[src/rtl/psx_wb_pkg.sv]
// rtl/psx_wb_pkg.sv - shared Wishbone B4 burst constants and burst-master state encoding
package psx_wb_pkg;

    localparam logic [2:0] CTI_CLASSIC = 3'b000;
    localparam logic [2:0] CTI_INCR    = 3'b010;
    localparam logic [2:0] CTI_EOB     = 3'b111;
    localparam logic [1:0] BTE_LINEAR  = 2'b00;

    typedef enum logic [1:0] {
        ST_IDLE  = 2'd0,
        ST_ISSUE = 2'd1,
        ST_DRAIN = 2'd2,
        ST_DONE  = 2'd3
    } wbm_state_t;

endpackage

[src/rtl/wb_master_skid.sv]
// rtl/wb_master_skid.sv - one-word write-data holding register for the burst master
// Ports: i_clk/i_rst clock and async active-high reset; i_clr drops any held word;
//        i_load captures i_data; i_free releases the word; o_full/o_data hold state.
module wb_master_skid (
    input  logic        i_clk,
    input  logic        i_rst,
    input  logic        i_clr,
    input  logic        i_load,
    input  logic [31:0] i_data,
    input  logic        i_free,
    output logic        o_full,
    output logic [31:0] o_data
);

    logic        r_full;
    logic [31:0] r_data;

    always_ff @(posedge i_clk or posedge i_rst) begin
        if (i_rst) begin
            r_full <= 1'b0;
            r_data <= '0;
        end else begin
            if (i_load) begin
                r_data <= i_data;
            end
            // A load in the same cycle as a free is a refill, so it keeps the register full.
            if (i_clr) begin
                r_full <= 1'b0;
            end else if (i_load) begin
                r_full <= 1'b1;
            end else if (i_free) begin
                r_full <= 1'b0;
            end
        end
    end

    assign o_full = r_full;
    assign o_data = r_data;

endmodule

[src/rtl/wb_burst_master.sv]
// rtl/wb_burst_master.sv - pipelined Wishbone B4 incrementing-burst master
// Ports: CLK/RST_ASYNC; CMD_* command handshake (address, we, sel, len-1);
//        WR_* write-data stream in; RD_* read-data stream out; DONE_OUT/ERR_OUT completion;
//        WB_* pipelined Wishbone master bus.
// Optional: WB_BURST_MASTER_TIMEOUT_EN adds an ack watchdog of TIMEOUT_CYC cycles.
module wb_burst_master
    import psx_wb_pkg::*;
#(
    parameter int MAX_LEN_P2  = 4,
    parameter int TIMEOUT_CYC = 255
) (
    input  logic                  CLK,
    input  logic                  RST_ASYNC,
    input  logic                  CMD_VALID_IN,
    output logic                  CMD_READY_OUT,
    input  logic [31:0]           CMD_ADR_IN,
    input  logic                  CMD_WE_IN,
    input  logic [3:0]            CMD_SEL_IN,
    input  logic [MAX_LEN_P2-1:0] CMD_LEN_IN,
    input  logic [31:0]           WR_DAT_IN,
    input  logic                  WR_VALID_IN,
    output logic                  WR_READY_OUT,
    output logic [31:0]           RD_DAT_OUT,
    output logic                  RD_VALID_OUT,
    output logic                  DONE_OUT,
    output logic                  ERR_OUT,
    output logic [31:0]           WB_ADR_OUT,
    output logic                  WB_CYC_OUT,
    output logic                  WB_STB_OUT,
    output logic                  WB_WE_OUT,
    output logic [3:0]            WB_SEL_OUT,
    output logic [2:0]            WB_CTI_OUT,
    output logic [1:0]            WB_BTE_OUT,
    output logic [31:0]           WB_DAT_WR_OUT,
    input  logic                  WB_ACK_IN,
    input  logic                  WB_STALL_IN,
    input  logic                  WB_ERR_IN,
    input  logic [31:0]           WB_DAT_RD_IN
);

    localparam int LP_CNT_W = MAX_LEN_P2 + 1;

    wbm_state_t            r_state;
    wbm_state_t            w_state_nxt;
    logic [31:0]           r_adr;
    logic                  r_we;
    logic [3:0]            r_sel;
    logic [MAX_LEN_P2-1:0] r_len;
    logic [LP_CNT_W-1:0]   r_stb_cnt;
    logic [LP_CNT_W-1:0]   r_ack_cnt;
    logic                  r_err;
    logic                  r_rd_valid;
    logic [31:0]           r_rd_dat;

    logic                  w_busy;
    logic                  w_cmd_acc;
    logic                  w_last;
    logic                  w_stb;
    logic                  w_stb_acc;
    logic                  w_ack;
    logic                  w_abort;
    logic                  w_timeout;
    logic                  w_wr_ready;
    logic                  w_skid_full;
    logic [31:0]           w_skid_dat;
    logic [LP_CNT_W-1:0]   w_ack_cnt_nxt;
    logic [LP_CNT_W-1:0]   w_len_beats;

    assign w_busy        = (r_state == ST_ISSUE) || (r_state == ST_DRAIN);
    assign w_cmd_acc     = CMD_VALID_IN && CMD_READY_OUT;
    assign w_last        = (r_stb_cnt == {1'b0, r_len});
    assign w_stb         = (r_state == ST_ISSUE) && (!r_we || w_skid_full);
    assign w_stb_acc     = w_stb && !WB_STALL_IN;
    assign w_ack         = w_busy && WB_ACK_IN;
    assign w_ack_cnt_nxt = r_ack_cnt + {{MAX_LEN_P2{1'b0}}, w_ack};
    assign w_len_beats   = {1'b0, r_len} + LP_CNT_W'(1);
    assign w_abort       = w_busy && (WB_ERR_IN || w_timeout);
    // Refill is offered while the held word leaves, but never beyond the final beat.
    assign w_wr_ready    = (r_state == ST_ISSUE) && r_we &&
                           (!w_skid_full || (w_stb_acc && !w_last));

`ifdef WB_BURST_MASTER_TIMEOUT_EN
    localparam int LP_WDOG_W = $clog2(TIMEOUT_CYC + 1);
    logic [LP_WDOG_W-1:0] r_wdog;

    always_ff @(posedge CLK or posedge RST_ASYNC) begin
        if (RST_ASYNC) begin
            r_wdog <= '0;
        end else if (!w_busy || w_ack) begin
            r_wdog <= '0;
        end else begin
            r_wdog <= r_wdog + LP_WDOG_W'(1);
        end
    end

    // Fires on the TIMEOUT_CYC-th consecutive busy cycle without an ack.
    assign w_timeout = w_busy && !w_ack && (r_wdog == LP_WDOG_W'(TIMEOUT_CYC - 1));
`else
    assign w_timeout = 1'b0;
`endif

    always_comb begin
        w_state_nxt = r_state;
        case (r_state)
            ST_IDLE:  if (w_cmd_acc) w_state_nxt = ST_ISSUE;
            ST_ISSUE: begin
                if (w_abort) begin
                    w_state_nxt = ST_DONE;
                end else if (w_stb_acc && w_last) begin
                    w_state_nxt = ST_DRAIN;
                end
            end
            ST_DRAIN: begin
                if (w_abort || (w_ack_cnt_nxt == w_len_beats)) begin
                    w_state_nxt = ST_DONE;
                end
            end
            ST_DONE:  w_state_nxt = ST_IDLE;
            default:  w_state_nxt = ST_IDLE;
        endcase
    end

    always_ff @(posedge CLK or posedge RST_ASYNC) begin
        if (RST_ASYNC) begin
            r_state    <= ST_IDLE;
            r_adr      <= '0;
            r_we       <= 1'b0;
            r_sel      <= '0;
            r_len      <= '0;
            r_stb_cnt  <= '0;
            r_ack_cnt  <= '0;
            r_err      <= 1'b0;
            r_rd_valid <= 1'b0;
            r_rd_dat   <= '0;
        end else begin
            r_state    <= w_state_nxt;
            r_rd_valid <= w_ack && !r_we;
            if (w_ack && !r_we) begin
                r_rd_dat <= WB_DAT_RD_IN;
            end
            if (w_cmd_acc) begin
                r_adr     <= CMD_ADR_IN;
                r_we      <= CMD_WE_IN;
                r_sel     <= CMD_SEL_IN;
                r_len     <= CMD_LEN_IN;
                r_stb_cnt <= '0;
                r_ack_cnt <= '0;
                r_err     <= 1'b0;
            end else begin
                if (w_stb_acc) begin
                    r_adr     <= r_adr + 32'd4;
                    r_stb_cnt <= r_stb_cnt + LP_CNT_W'(1);
                end
                if (w_ack) begin
                    r_ack_cnt <= w_ack_cnt_nxt;
                end
                if (w_abort) begin
                    r_err <= 1'b1;
                end
            end
        end
    end

    wb_master_skid u_skid (
        .i_clk  (CLK),
        .i_rst  (RST_ASYNC),
        .i_clr  (r_state == ST_DONE),
        .i_load (WR_VALID_IN && w_wr_ready),
        .i_data (WR_DAT_IN),
        .i_free (w_stb_acc),
        .o_full (w_skid_full),
        .o_data (w_skid_dat)
    );

    // Gated with reset so the handshake stays closed for as long as reset is held.
    assign CMD_READY_OUT = (r_state == ST_IDLE) && !RST_ASYNC;
    assign WR_READY_OUT  = w_wr_ready;
    assign RD_VALID_OUT  = r_rd_valid;
    assign RD_DAT_OUT    = r_rd_dat;
    assign DONE_OUT      = (r_state == ST_DONE);
    assign ERR_OUT       = (r_state == ST_DONE) && r_err;
    assign WB_CYC_OUT    = w_busy;
    assign WB_STB_OUT    = w_stb;
    assign WB_WE_OUT     = w_busy && r_we;
    assign WB_ADR_OUT    = r_adr;
    assign WB_SEL_OUT    = r_sel;
    assign WB_CTI_OUT    = !w_busy ? CTI_CLASSIC : (w_last ? CTI_EOB : CTI_INCR);
    assign WB_BTE_OUT    = BTE_LINEAR;
    assign WB_DAT_WR_OUT = w_skid_dat;

endmodule

[config.mk]
export PLATFORM = sky130hd
export DESIGN_NAME = wb_burst_master
export DESIGN_NICKNAME = d
export VERILOG_FILES = /design/src/rtl/psx_wb_pkg.sv /design/src/rtl/wb_master_skid.sv /design/src/rtl/wb_burst_master.sv
export SDC_FILE = /design/constraint.sdc
export NUM_CORES = 1
export LEC_CHECK = 0
export BUFFER_PORTS_ARGS = -buffer_cell sky130_fd_sc_hd__buf_2
export CORE_ASPECT_RATIO = 1.1
export CORE_UTILIZATION = 40
export CTS_CLUSTER_DIAMETER = 80
export DETAILED_ROUTE_END_ITERATION = 16
export GPL_ROUTABILITY_DRIVEN = 0
export GPL_TIMING_DRIVEN = 0
export PLACE_DENSITY_LB_ADDON = 0.2
export SYNTH_ARGS = -nofsm -noshare
export SYNTH_HDL_FRONTEND = slang
export SYNTH_SLANG_ARGS = --single-unit
[constraint.sdc]
create_clock -name CLK -period 3.9 [get_ports CLK]
set_input_delay 0.585 -clock CLK [delete_from_list [all_inputs] [get_ports CLK]]
set_output_delay 0.585 -clock CLK [all_outputs]
set_load 0.01 [all_outputs]
# Word-level counts from Yosys, hierarchy flattened
# Cells that the tools add are included.
[totals] input_bits=112 ff_bits=120 output_inout_bits=113 elab_cells=71
[classes] eq_ne=8 add_sub_neg=4 muxes=18 reduce_logical=29
[op_table] cell="$mux 32" count=2
[op_table] cell="$add 32x3->32 const B" count=1
[op_table] cell="$mux 5" count=4
[op_table] cell="$logic_and 1x1->1" count=14
[op_table] cell="$mux 2" count=4
[op_table] cell="$pmux 2 s4" count=1
[op_table] cell="$mux 3" count=2
[op_table] cell="$reduce_bool 2->1" count=3
[op_table] cell="$add 4x1->5 const B" count=1
[op_table] cell="$add 5x1->5" count=1
[op_table] cell="$add 5x1->5 const B" count=1
[op_table] cell="$eq 5x4->1" count=1
[op_table] cell="$eq 5x5->1" count=1
[op_table] cell="$logic_not 1->1" count=5
[op_table] cell="$mux 1" count=5
[op_table] cell="$eq 2x2->1 const B" count=2
[op_table] cell="$logic_or 1x1->1" count=4
[op_table] cell="$ne 3x2->1 const B" count=1
[op_table] cell="$reduce_and 3->1" count=1
[op_table] cell="$reduce_bool 3->1" count=1
[op_table] cell="$eq 2x1->1 const B" count=1
[op_table] cell="$logic_not 2->1" count=1
[op_table] cell="$ne 2x1->1 const B" count=1
[op_table] cell="$ne 2x2->1 const B" count=1

# Depth between registers and ports, before layout
# Gate-level depths: netlist (run 1).
[logic_depth] word_depth=10 mapped_depth=12 ltp_nobuf=12

# Hierarchy
# From an unflattened synthesis (run 1), not the netlist that was laid out.
[unflattened] cells_unflattened=485 area_unflattened_um2=5719.2
[modules_own_cells] module="wb_burst_master" instances=1 seq_area_each_um2=2177.1 cells_each=412 area_per_inst_um2=4334.2
[modules_own_cells] module="wb_master_skid" instances=1 seq_area_each_um2=825.8 cells_each=73 area_per_inst_um2=1385.1

# Worst setup path after synthesis (run 1)
# OpenSTA, ideal clock, no wires.
[synth_path] path_type="input port to flip-flop" start="input RST_ASYNC" end="register r_len[3]" slack_ns=-0.375 arrival_ns=4.141 t_required_ns=3.766 setup_time_ns=0.134 n_path_buf=2 cell_stages=5 cell_sequence="inv_1 -> and3_1 -> clkbuf_1 -> clkbuf_1 -> o21ai_0"
[synth_between] elab_chain_len=3
[synth_lines] element="start, declared" line="wb_burst_master.sv:13" rtl="input logic RST_ASYNC,"
[synth_lines] element="$logic_not 1->1" line="wb_burst_master.sv:176" rtl="assign CMD_READY_OUT = (r_state == ST_IDLE) && !RST_ASYNC;"
[synth_lines] element="$logic_and 1x1->1" line="wb_burst_master.sv:176"
[synth_lines] element="$logic_and 1x1->1" line="wb_burst_master.sv:70" rtl="assign w_cmd_acc = CMD_VALID_IN && CMD_READY_OUT;"
[synth_lines] element="end signal, assigned" line="wb_burst_master.sv:129" rtl="r_len <= '0;"
[synth_lines] element="end signal, assigned" line="wb_burst_master.sv:145" rtl="r_len <= CMD_LEN_IN;"
[synth_lines] element="end, declared" line="wb_burst_master.sv:48" rtl="logic [MAX_LEN_P2-1:0] r_len;"
# No other way between the ends.
# A chain may end at the register's enable or synchronous reset.

# Final worst setup path (run 1)
[layout_path] start="register r_state[1]" end="register r_state[1]"
[layout_between] elab_chain_len=8 elab_cells_between_ends=21 cone_classes="add/sub (1); eq/ne (7); mux (2); reduce/logical (11)"
[layout_lines] element="start, declared" line="wb_burst_master.sv:43" rtl="wbm_state_t r_state;"
[layout_lines] element="start signal, assigned" line="wb_burst_master.sv:136" rtl="r_state <= w_state_nxt;"
[layout_lines] element="$eq 2x1->1 or $eq 2x2->1 (tied branches)" line="wb_burst_master.sv:69, wb_burst_master.sv:72, wb_burst_master.sv:104"
[layout_lines] element="$logic_or 1x1->1" line="wb_burst_master.sv:69" rtl="assign w_busy = (r_state == ST_ISSUE) || (r_state == ST_DRAIN);"
[layout_lines] element="$logic_and 1x1->1" line="wb_burst_master.sv:74" rtl="assign w_ack = w_busy && WB_ACK_IN;"
[layout_lines] element="$add 5x1->5" line="wb_burst_master.sv:75" rtl="assign w_ack_cnt_nxt = r_ack_cnt + {{MAX_LEN_P2{1'b0}}, w_ack};"
[layout_lines] element="$eq 5x5->1" line="wb_burst_master.sv:114" rtl="if (w_abort || (w_ack_cnt_nxt == w_len_beats)) begin"
[layout_lines] element="$logic_or 1x1->1" line="wb_burst_master.sv:114"
[layout_lines] element="$ne 2x1->1 (no line)"
[layout_lines] element="$reduce_and 3->1 (no line)"
# Parallel ways exist; a longest one is shown, timed or not.

==> key figures, run 1 <==
Status
  • Run status: finished clean

Clock network
  • CTS tree: done
  • CTS buffer count: 17
  • Clock root buffer master: sky130_fd_sc_hd__clkbuf_16
  • CTS clock-pin slew for the worst setup and hold paths: 0.05 ns
  • Number of sinks handled by clock tree synthesis: 120
  • Insertion delay of the later-clocked pin in the worst-skew pair: 0.41 ns
  • Number of instances resized during post-cts repair: 0
  • Post-CTS Hold Fix Bufs: 0
  • Setup bufs post-CTS: 0
  • Clock H-tree levels: 4
  • Maximum buffer depth of the clock tree: 2

Detailed routing
  • DRC marker count from the first detailed-route iteration: about 230
  • Detailed-routing iteration count for the pre-antenna-repair pass: 4
  • Via Count: roughly 4400
  • Total wire length after detailed routing: ~13 mm
  • Drt via density: 4.80
  • Avg WL per Cell: 14.6 microns
  • Antenna-violating nets left: 0
  • Wl on met1: roughly 5.6 mm
  • Remaining routing DRC violations: 0
  • DR WL met2: 6.54 mm
  • Top routing layer in use: met4
  • Met3 wire len: roughly 950 microns

Synth
  • Post-Syn Instances: 478
  • Sequential-to-total area share from yosys stat: a little over half
  • Post-synth EDFFs: 0
  • Count of warnings emitted by yosys: 0
  • Flip-flop cell with the highest count after synthesis: sky130_fd_sc_hd__dfrtp_1
  • Number of storage elements in the synthesis netlist: 120
  • Number of distinct library cell variants in the gate-level netlist after synthesis: 44
  • Synthesized area per cell: 11.5 sq um
  • Netlist Area Pre-Place: ~5500 sq um
  • Fraction of registers with async set or reset after synthesis: 100%

STA
  • Slew at the pin closest to its max-slew limit: 0.577 ns
  • Number of hold violations in the final report: 0
  • Final cycle utilization of the critical path: 82.5%
  • Relative slew margins: between 60% and 70%
  • Unrepaired setup endpoints after global routing: false
  • Finish-stage setup viols: 0
  • Setup TNS: 0 ns
  • Number of slew-limit violations in the final report: 0
  • Minimum clock period after layout: 3.22 ns
  • Skew final: roughly 0.0087 ns
  • Achievable Freq: roughly 0.31 GHz

Power and ir drop
  • Cell internal pwr: ~4.2 mW
  • Static power due to leakage: around 3.7 nW
  • Largest voltage drop on the vdd net: a little under 400 uV
  • Share of total power in sequential cells: between 30 and 40%
  • Clock network fraction of design power: between 20% and 30%
  • Total power per unit cell area: 856 nW/um^2
  • Comb pwr share: approximately 37%
  • Sw frac: between 30% and 40%
  • Sw power: 2.24 mW
  • Total chip power: ~6.5 mW

Critical path
  • Number of buffers and inverters on the critical path: 2
  • Library cell appearing most often on the critical path: sky130_fd_sc_hd__ha_1
  • Worst Setup Path Type: register to register
  • Critical path's top delay family: compound AO/OA/AOI/OAI gates
  • Cell at the slowest stage of the critical path: sky130_fd_sc_hd__ha_1
  • Type of destination of the critical path: register
  • Startpoint types: register
  • Worst path cell trace: inv_1 > ha_1 > nand2_1 > inv_1 > ha_1 > ha_1 > xnor2_1 > xor2_1 > o21ai_0 > o21ai_0 > a21oi_1 > a31o_2
  • Data required time at the worst endpoint: roughly 4.2 ns
  • CP max stage delay: just over 0.4 ns
  • Data arrival at the endpoint of the critical path: ~3.5 ns
  • Critical path peak fanout: 8

GRT
  • Largest net degree at the start of global routing: 45
  • Grt ovf: 0
  • Global router's overall resource usage: 20.0%
  • Wire length of the first global-routing pass: about 22 mm
  • Number of global-route vias before repair: 4593
  • Initial antenna violation count: 0

Floorplan
  • Die height: between 100 and 150 microns
  • Full die area: between 10000 and 15000 sq um
  • Die Width: 114 microns
  • Ports placed on the boundary: approximately 230
  • Number of rows in the core area: 44
  • Initial Utilization: about two fifths
  • Floorplan Core Area: 13300 sq um

Placed design
  • Instance area after placement: 6890 sq um
  • DP Wirelength: around 10 mm
  • Number of buffers inserted by port buffering: between 200 and 250

Run
  • Max-capacitance violation count: 0

Final layout
  • Layout cell share with drive strength beyond 1: 46.3%
  • Area growth, synth to finish: 37.8%
  • Final Net Count: ~850
  • Post-route standard cell area excluding fillers: ~7600 sq um
  • Number of diodes added for antenna fixing: 0

Worst hold path
  • Kind of path behind the tightest hold check: input pin to asynchronous set/reset pin
## tightest hold or removal path, cell delays in order
cell and delay [ns]:
sky130_fd_sc_hd__buf_2 0.12, sky130_fd_sc_hd__clkinvlp_4 0.08, sky130_fd_sc_hd__buf_12 0.24
## layout make-up
class,count,area [sq um]
sequential,120,3000
clock inverter,11,194
multi-input combinational,331,2340
clock buffer,21,470
inverter,7,30.0
tap,184,230
fill,1166,5710
timing repair buffer,225,1170
buffer,21,121
## synthesized netlist by cell type, types with 2 or more instances
library cell               count  area [sq um]
sky130_fd_sc_hd__dfrtp_1     120          3000
sky130_fd_sc_hd__nand2_1      86           323
sky130_fd_sc_hd__mux2_2       62           698
sky130_fd_sc_hd__o21ai_0      33           165
sky130_fd_sc_hd__xor2_1       33           289
sky130_fd_sc_hd__nor2_1       17          63.8
sky130_fd_sc_hd__nand3_1      11          55.1
sky130_fd_sc_hd__xnor2_1      11          96.3
sky130_fd_sc_hd__clkbuf_1     10          37.5
sky130_fd_sc_hd__ha_1         10           125
sky130_fd_sc_hd__nand4_1      10          62.6
sky130_fd_sc_hd__a21oi_1       8          40.0
sky130_fd_sc_hd__inv_1         7          26.3
sky130_fd_sc_hd__and3_1        6          37.5
sky130_fd_sc_hd__and2_1        5          31.3
sky130_fd_sc_hd__buf_2         4          20.0
sky130_fd_sc_hd__buf_4         4          30.0
sky130_fd_sc_hd__nor3_1        4          20.0
sky130_fd_sc_hd__and4_1        3          26.3
sky130_fd_sc_hd__buf_6         3          33.8
sky130_fd_sc_hd__o21ai_1       3          15.0
sky130_fd_sc_hd__a31oi_1       2          12.5
sky130_fd_sc_hd__mux2_1        2          22.5
sky130_fd_sc_hd__mux2i_1       2          20.0
sky130_fd_sc_hd__nand4_4       2          42.5
sky130_fd_sc_hd__or3_1         2          12.5
## kinds of logic after synthesis
kind of cell,Yosys count,synth area share [%]
AOI/OAI and AO/OA,54,5.57
xor gates and xnor gates,45,7.44
adders and majority gates,10,2.28
buffers and inverters,28,2.69
DFF,120,54.7
muxes,66,13.5
other,1,0.0684
and+or+nand+nor,154,13.7
## through the flow
stage	utilization [%]	setup slack (ns)	hold slack [ns]	cells
floorplan	-	0.516	0.455	479
global placement	51.5	-0.586	0.455	885
detailed placement	52.0	0.740	0.466	888
CTS	57.0	0.728	0.226	920
global route	57.0	0.359	0.244	920
finish	57.0	0.683	0.235	920
## layout by cell type, fill, tap and decap left out, drive strengths merged, types with 3 or more instances in the layout
master / n
a21oi: 8
and2: 5
and3: 6
and4: 3
buf: 236
bufinv: 5
clkbuf: 31
clkinvlp: 5
dfrtp: 120
ha: 10
inv: 6
mux2: 64
nand2: 86
nand3: 12
nand4: 12
nor2: 17
nor3: 6
o21ai: 37
or3: 3
xnor2: 11
xor2: 33
## path summary, 6_finish.rpt
kind                                                 from                           end  slack [ns]  cells after the start
worst min-delay path                            RST_ASYNC    WB_ADR_OUT[21]$_DFFE_PP0P_        0.23                      3
worst max register to register     r_state[1]$_DFFE_PP0P_        r_state[1]$_DFFE_PP0P_        0.68                     12
worst max-delay path               r_state[1]$_DFFE_PP0P_        r_state[1]$_DFFE_PP0P_        0.68                     12
min in group CLK                            CMD_SEL_IN[3]     WB_SEL_OUT[3]$_DFFE_PP0P_        0.36                      3
worst min register to register  WB_SEL_OUT[2]$_DFFE_PP0P_     WB_SEL_OUT[2]$_DFFE_PP0P_        0.47                      2
max in group asynchronous                       RST_ASYNC  u_skid.o_data[5]$_DFFE_PP0P_        3.16                      4
## power groups by stage
stage	Sequential, mW	Clock [mW]	Combinational (mW)
3_3_place_gp	2.29	0	2.37
3_5_place_dp	2.33	0	2.44
5_1_grt	2.41	1.83	2.66
2_1_floorplan	2.53	0	1.24
4_1_cts	2.32	1.77	2.45
6_report	2.32	1.74	2.41
## flip-flops by register name, summed over array words and instances (netlist names)
name           count
r_we               1
r_len              4
r_stb_cnt          5
u_skid.o_full      1
r_ack_cnt          5
RD_VALID_OUT       1
r_err              1
WB_SEL_OUT         4
r_state            2
WB_ADR_OUT        32
RD_DAT_OUT        32
u_skid.o_data     32
## layer usage
layer	vias to the layer above	track usage [%]
li1	2117	-
met1	2102	23.9
met2	177	33.1
met3	22	6.28
met4	0	8.44
met5	-	0
(Power assumes the default switching activity.)
==> run 2: changes to the inputs <==
==> constraint.sdc (replaced) <==
create_clock -name CLK -period 3 [get_ports CLK]
set_input_delay 0.45 -clock CLK [delete_from_list [all_inputs] [get_ports CLK]]
set_output_delay 0.45 -clock CLK [all_outputs]
set_load 0.01 [all_outputs]
==> run 2 against run 1 <==
Maximum frequency up 14%. Clock skew down 0.0033 ns. Routed wire length up 0.89%. First-iteration DRC count down 41%. Highest routed layer unchanged. Sequential share of layout area up 0.57 points. Critical path depth down 1. Largest power group unchanged. Cell count down 0.11%. Clock-buffer cell count down 3. Register-to-register slack worse by 0.51 ns. Core utilization down 0.80 points. Clock power up 5%.
==> key figures, run 2 (same netlist as run 1, synthesis figures left out) <==
Status
  • Run status: finished clean

Critical path
  • Data required time at the worst endpoint: 3.30 ns (-0.90 ns)
  • Library cell appearing most often on the critical path: sky130_fd_sc_hd__inv_1
  • Type of destination of the critical path: register
  • Cell at the slowest stage of the critical path: sky130_fd_sc_hd__ha_2
  • Worst path cell trace: inv_1 > ha_2 > nand2_2 > inv_1 > ha_1 > nand3_1 > xnor3_1 > a31oi_1 > a211oi_2 > a21oi_1 > a31o_2
  • Data arrival at the endpoint of the critical path: 3.13 ns (-0.39 ns)
  • Critical path's top delay family: compound AO/OA/AOI/OAI gates
  • Startpoint types: register
  • Number of buffers and inverters on the critical path: 2 (unchanged)
  • CP max stage delay: 0.45 ns (+0.04 ns)
  • Worst Setup Path Type: register to register
  • Critical path peak fanout: 8 (unchanged)

GRT
  • Routing usage on met3: 6.03% (-0.24 points)
  • Number of global-route vias before repair: 4660 (+1.5%)
  • Global router's overall resource usage: 20.1% (+0.10 points)
  • Wire length of the first global-routing pass: 22.1 mm (+1.1%)
  • Initial antenna violation count: 1 (+1)
  • Grt ovf: 0 (unchanged)
  • Top Usage Layer GRT: met2
  • Largest net degree at the start of global routing: 46 (+2.2%)
  • Met2 track demand over resource: 34.8% (+1.6 points)
  • GRT met1 Usage: 23.4% (-0.50 points)

Floorplan
  • Die Width: 114 microns (unchanged)
  • Ports placed on the boundary: 225 (unchanged)
  • Floorplan Core Area: 13300 sq um (unchanged)
  • Number of rows in the core area: 44 (unchanged)
  • Die height: 125 microns (unchanged)
  • Initial Utilization: 41.3% (unchanged)
  • Full die area: 14200 sq um (unchanged)

Power and ir drop
  • Largest voltage drop on the vdd net: 636 uV (+62%)
  • Static power due to leakage: 3.63 nW (-1.1%)
  • Total power per unit cell area: 1080 nW/um^2 (+26%)

Placed design
  • Number of buffers inserted by port buffering: 222 (unchanged)
  • DP Wirelength: 10.2 mm (+0.18%)
  • Placed insts: 887 (-0.11%)
  • Instance area after placement: 6900 sq um (about the same)
  • Worst setup slack before clock tree synthesis: -0.196 ns (-0.936 ns)

Final layout
  • Area growth, synth to finish: 35.9%
  • Post-route standard cell area excluding fillers: 7450 sq um (-1.4%)
  • Leading cell types in the layout, fill and taps excluded: sky130_fd_sc_hd__buf_2, sky130_fd_sc_hd__dfrtp_1, sky130_fd_sc_hd__nand2_1
  • Number of diodes added for antenna fixing: 0 (unchanged)
  • Most frequent standard cell in the layout excluding fill and tap cells: sky130_fd_sc_hd__buf_2
  • Final Util: 56.2% (-0.80 points)
  • Post-Layout Cell Count: 919 (-0.11%)
  • Final Net Count: 844 (-0.12%)
  • Layout cell share with drive strength beyond 1: 47.9% (+1.6 points)

Detailed routing
  • Drt via density: 4.84 (+0.72%)
  • DRC marker count from the first detailed-route iteration: 133 (-41%)
  • Avg WL per Cell: 14.7 microns (+1.0%)
  • Detailed-routing iteration count for the pre-antenna-repair pass: 4 (unchanged)
  • Total wire length after detailed routing: 13.5 mm (+0.89%)
  • Antenna-violating nets left: 0 (unchanged)
  • Remaining routing DRC violations: 0 (unchanged)
  • Via Count: 4445 (+0.61%)

STA
  • Final worst slack: 0.169 ns (-0.514 ns)
  • Number of slew-limit violations in the final report: 0 (unchanged)
  • Unrepaired setup endpoints after global routing: false
  • Minimum clock period after layout: 2.83 ns (-0.386 ns)
  • Relative slew margins: 43.1% (-18 points)
  • Finish-stage setup viols: 0 (unchanged)
  • Final cycle utilization of the critical path: 94.4% (+12 points)
  • Skew final: 0.00545 ns (-0.00328 ns)
  • Achievable Freq: 0.353 GHz (+14%)
  • Slew at the pin closest to its max-slew limit: 0.852 ns (+0.275 ns)
  • Number of hold violations in the final report: 0 (unchanged)

Worst hold path
  • Kind of path behind the tightest hold check: input pin to asynchronous set/reset pin

Run
  • Max-capacitance violation count: 0 (unchanged)

Clock network
  • Setup bufs post-CTS: 0 (unchanged)
  • CTS buffer count: 17 (unchanged)
  • Number of sinks handled by clock tree synthesis: 120 (unchanged)
  • Clock root buffer master: sky130_fd_sc_hd__clkbuf_16
  • Clock H-tree levels: 4 (unchanged)
  • Insertion delay of the later-clocked pin in the worst-skew pair: 0.42 ns (about the same)
  • CTS clock-pin slew for the worst setup and hold paths: 0.06 ns (about the same)
  • Maximum buffer depth of the clock tree: 2 (unchanged)
  • CTS tree: done
## run 2: cell count changes in the layout (fill, tap and decap cells not counted), moves of 2 or more
cell                        change
sky130_fd_sc_hd__bufinv_16      -5
sky130_fd_sc_hd__clkinv_2       +3
sky130_fd_sc_hd__clkbuf_1       -8
sky130_fd_sc_hd__clkbuf_2       +2
sky130_fd_sc_hd__clkbuf_4       +5
sky130_fd_sc_hd__clkbuf_8       -2
sky130_fd_sc_hd__inv_6          +3
## run 2: cell type report
cell class	count	area [sq um]
flip-flops and latches	120	3000
repair buffers	224	1150
plain buffers	21	143
fillers	1178	5820
multi-input cells	331	2350
clock inverters	14	101
inverters	7	30.0
well taps	184	230
clock buffers	18	439
## run 2: metrics by stage
step	hold WS (ns)	power [mW]	setup TNS [ns]
global placement	0.457	6.07	-59.94
CTS	0.205	8.10	0
floorplan	0.455	4.91	-8.03
detailed placement	0.465	6.21	-0.388
global route	0.222	8.55	0
finish	0.214	8.02	0
## run 2: final timing paths
check	start	to	slack, ns	depth (start not counted)
setup / recovery	r_state[1]$_DFFE_PP0P_	r_state[1]$_DFFE_PP0P_	0.17	11
hold / removal	RST_ASYNC	WB_ADR_OUT[19]$_DFFE_PP0P_	0.21	2
setup reg to reg	r_state[1]$_DFFE_PP0P_	r_state[1]$_DFFE_PP0P_	0.17	11
hold reg to reg	WB_SEL_OUT[0]$_DFFE_PP0P_	WB_SEL_OUT[0]$_DFFE_PP0P_	0.47	2
max in group asynchronous	RST_ASYNC	u_skid.o_data[8]$_DFFE_PP0P_	2.09	3
min in group CLK	CMD_WE_IN	r_we$_DFFE_PP0P_	0.23	3
## run 2: worst reg2reg max path: cells and delay by family, from the launching register on
family / cells / cell delay, ns
xor gates and xnor gates: 1 / 0.40
buffers and inverters: 2 / 0.26
AOI/OAI and AO/OA: 4 / 0.73
DFF: 1 / 0.40
and+or+nand+nor: 2 / 0.29
adders and majority gates: 2 / 0.64
## run 2: what timing repair did
action,in CTS,in global routing
setup endpoints to repair,2,2
hold buffers,0,0
cloned,0,0
pin swaps,0,1
resized for setup,2,3
hold endpoints to repair,0,0
## run 2: layer usage
metal	vias to the layer above	wire length (microns)
li1	2121	-
met1	2147	5530
met2	160	6890
met3	17	878
met4	0	207
met5	-	0
## run 2: power by group
part,total [mW],switching [mW],internal [mW]
combinational,3.16,1.60,1.57
sequential,3.02,0.605,2.41
clock,1.83,0.756,1.08
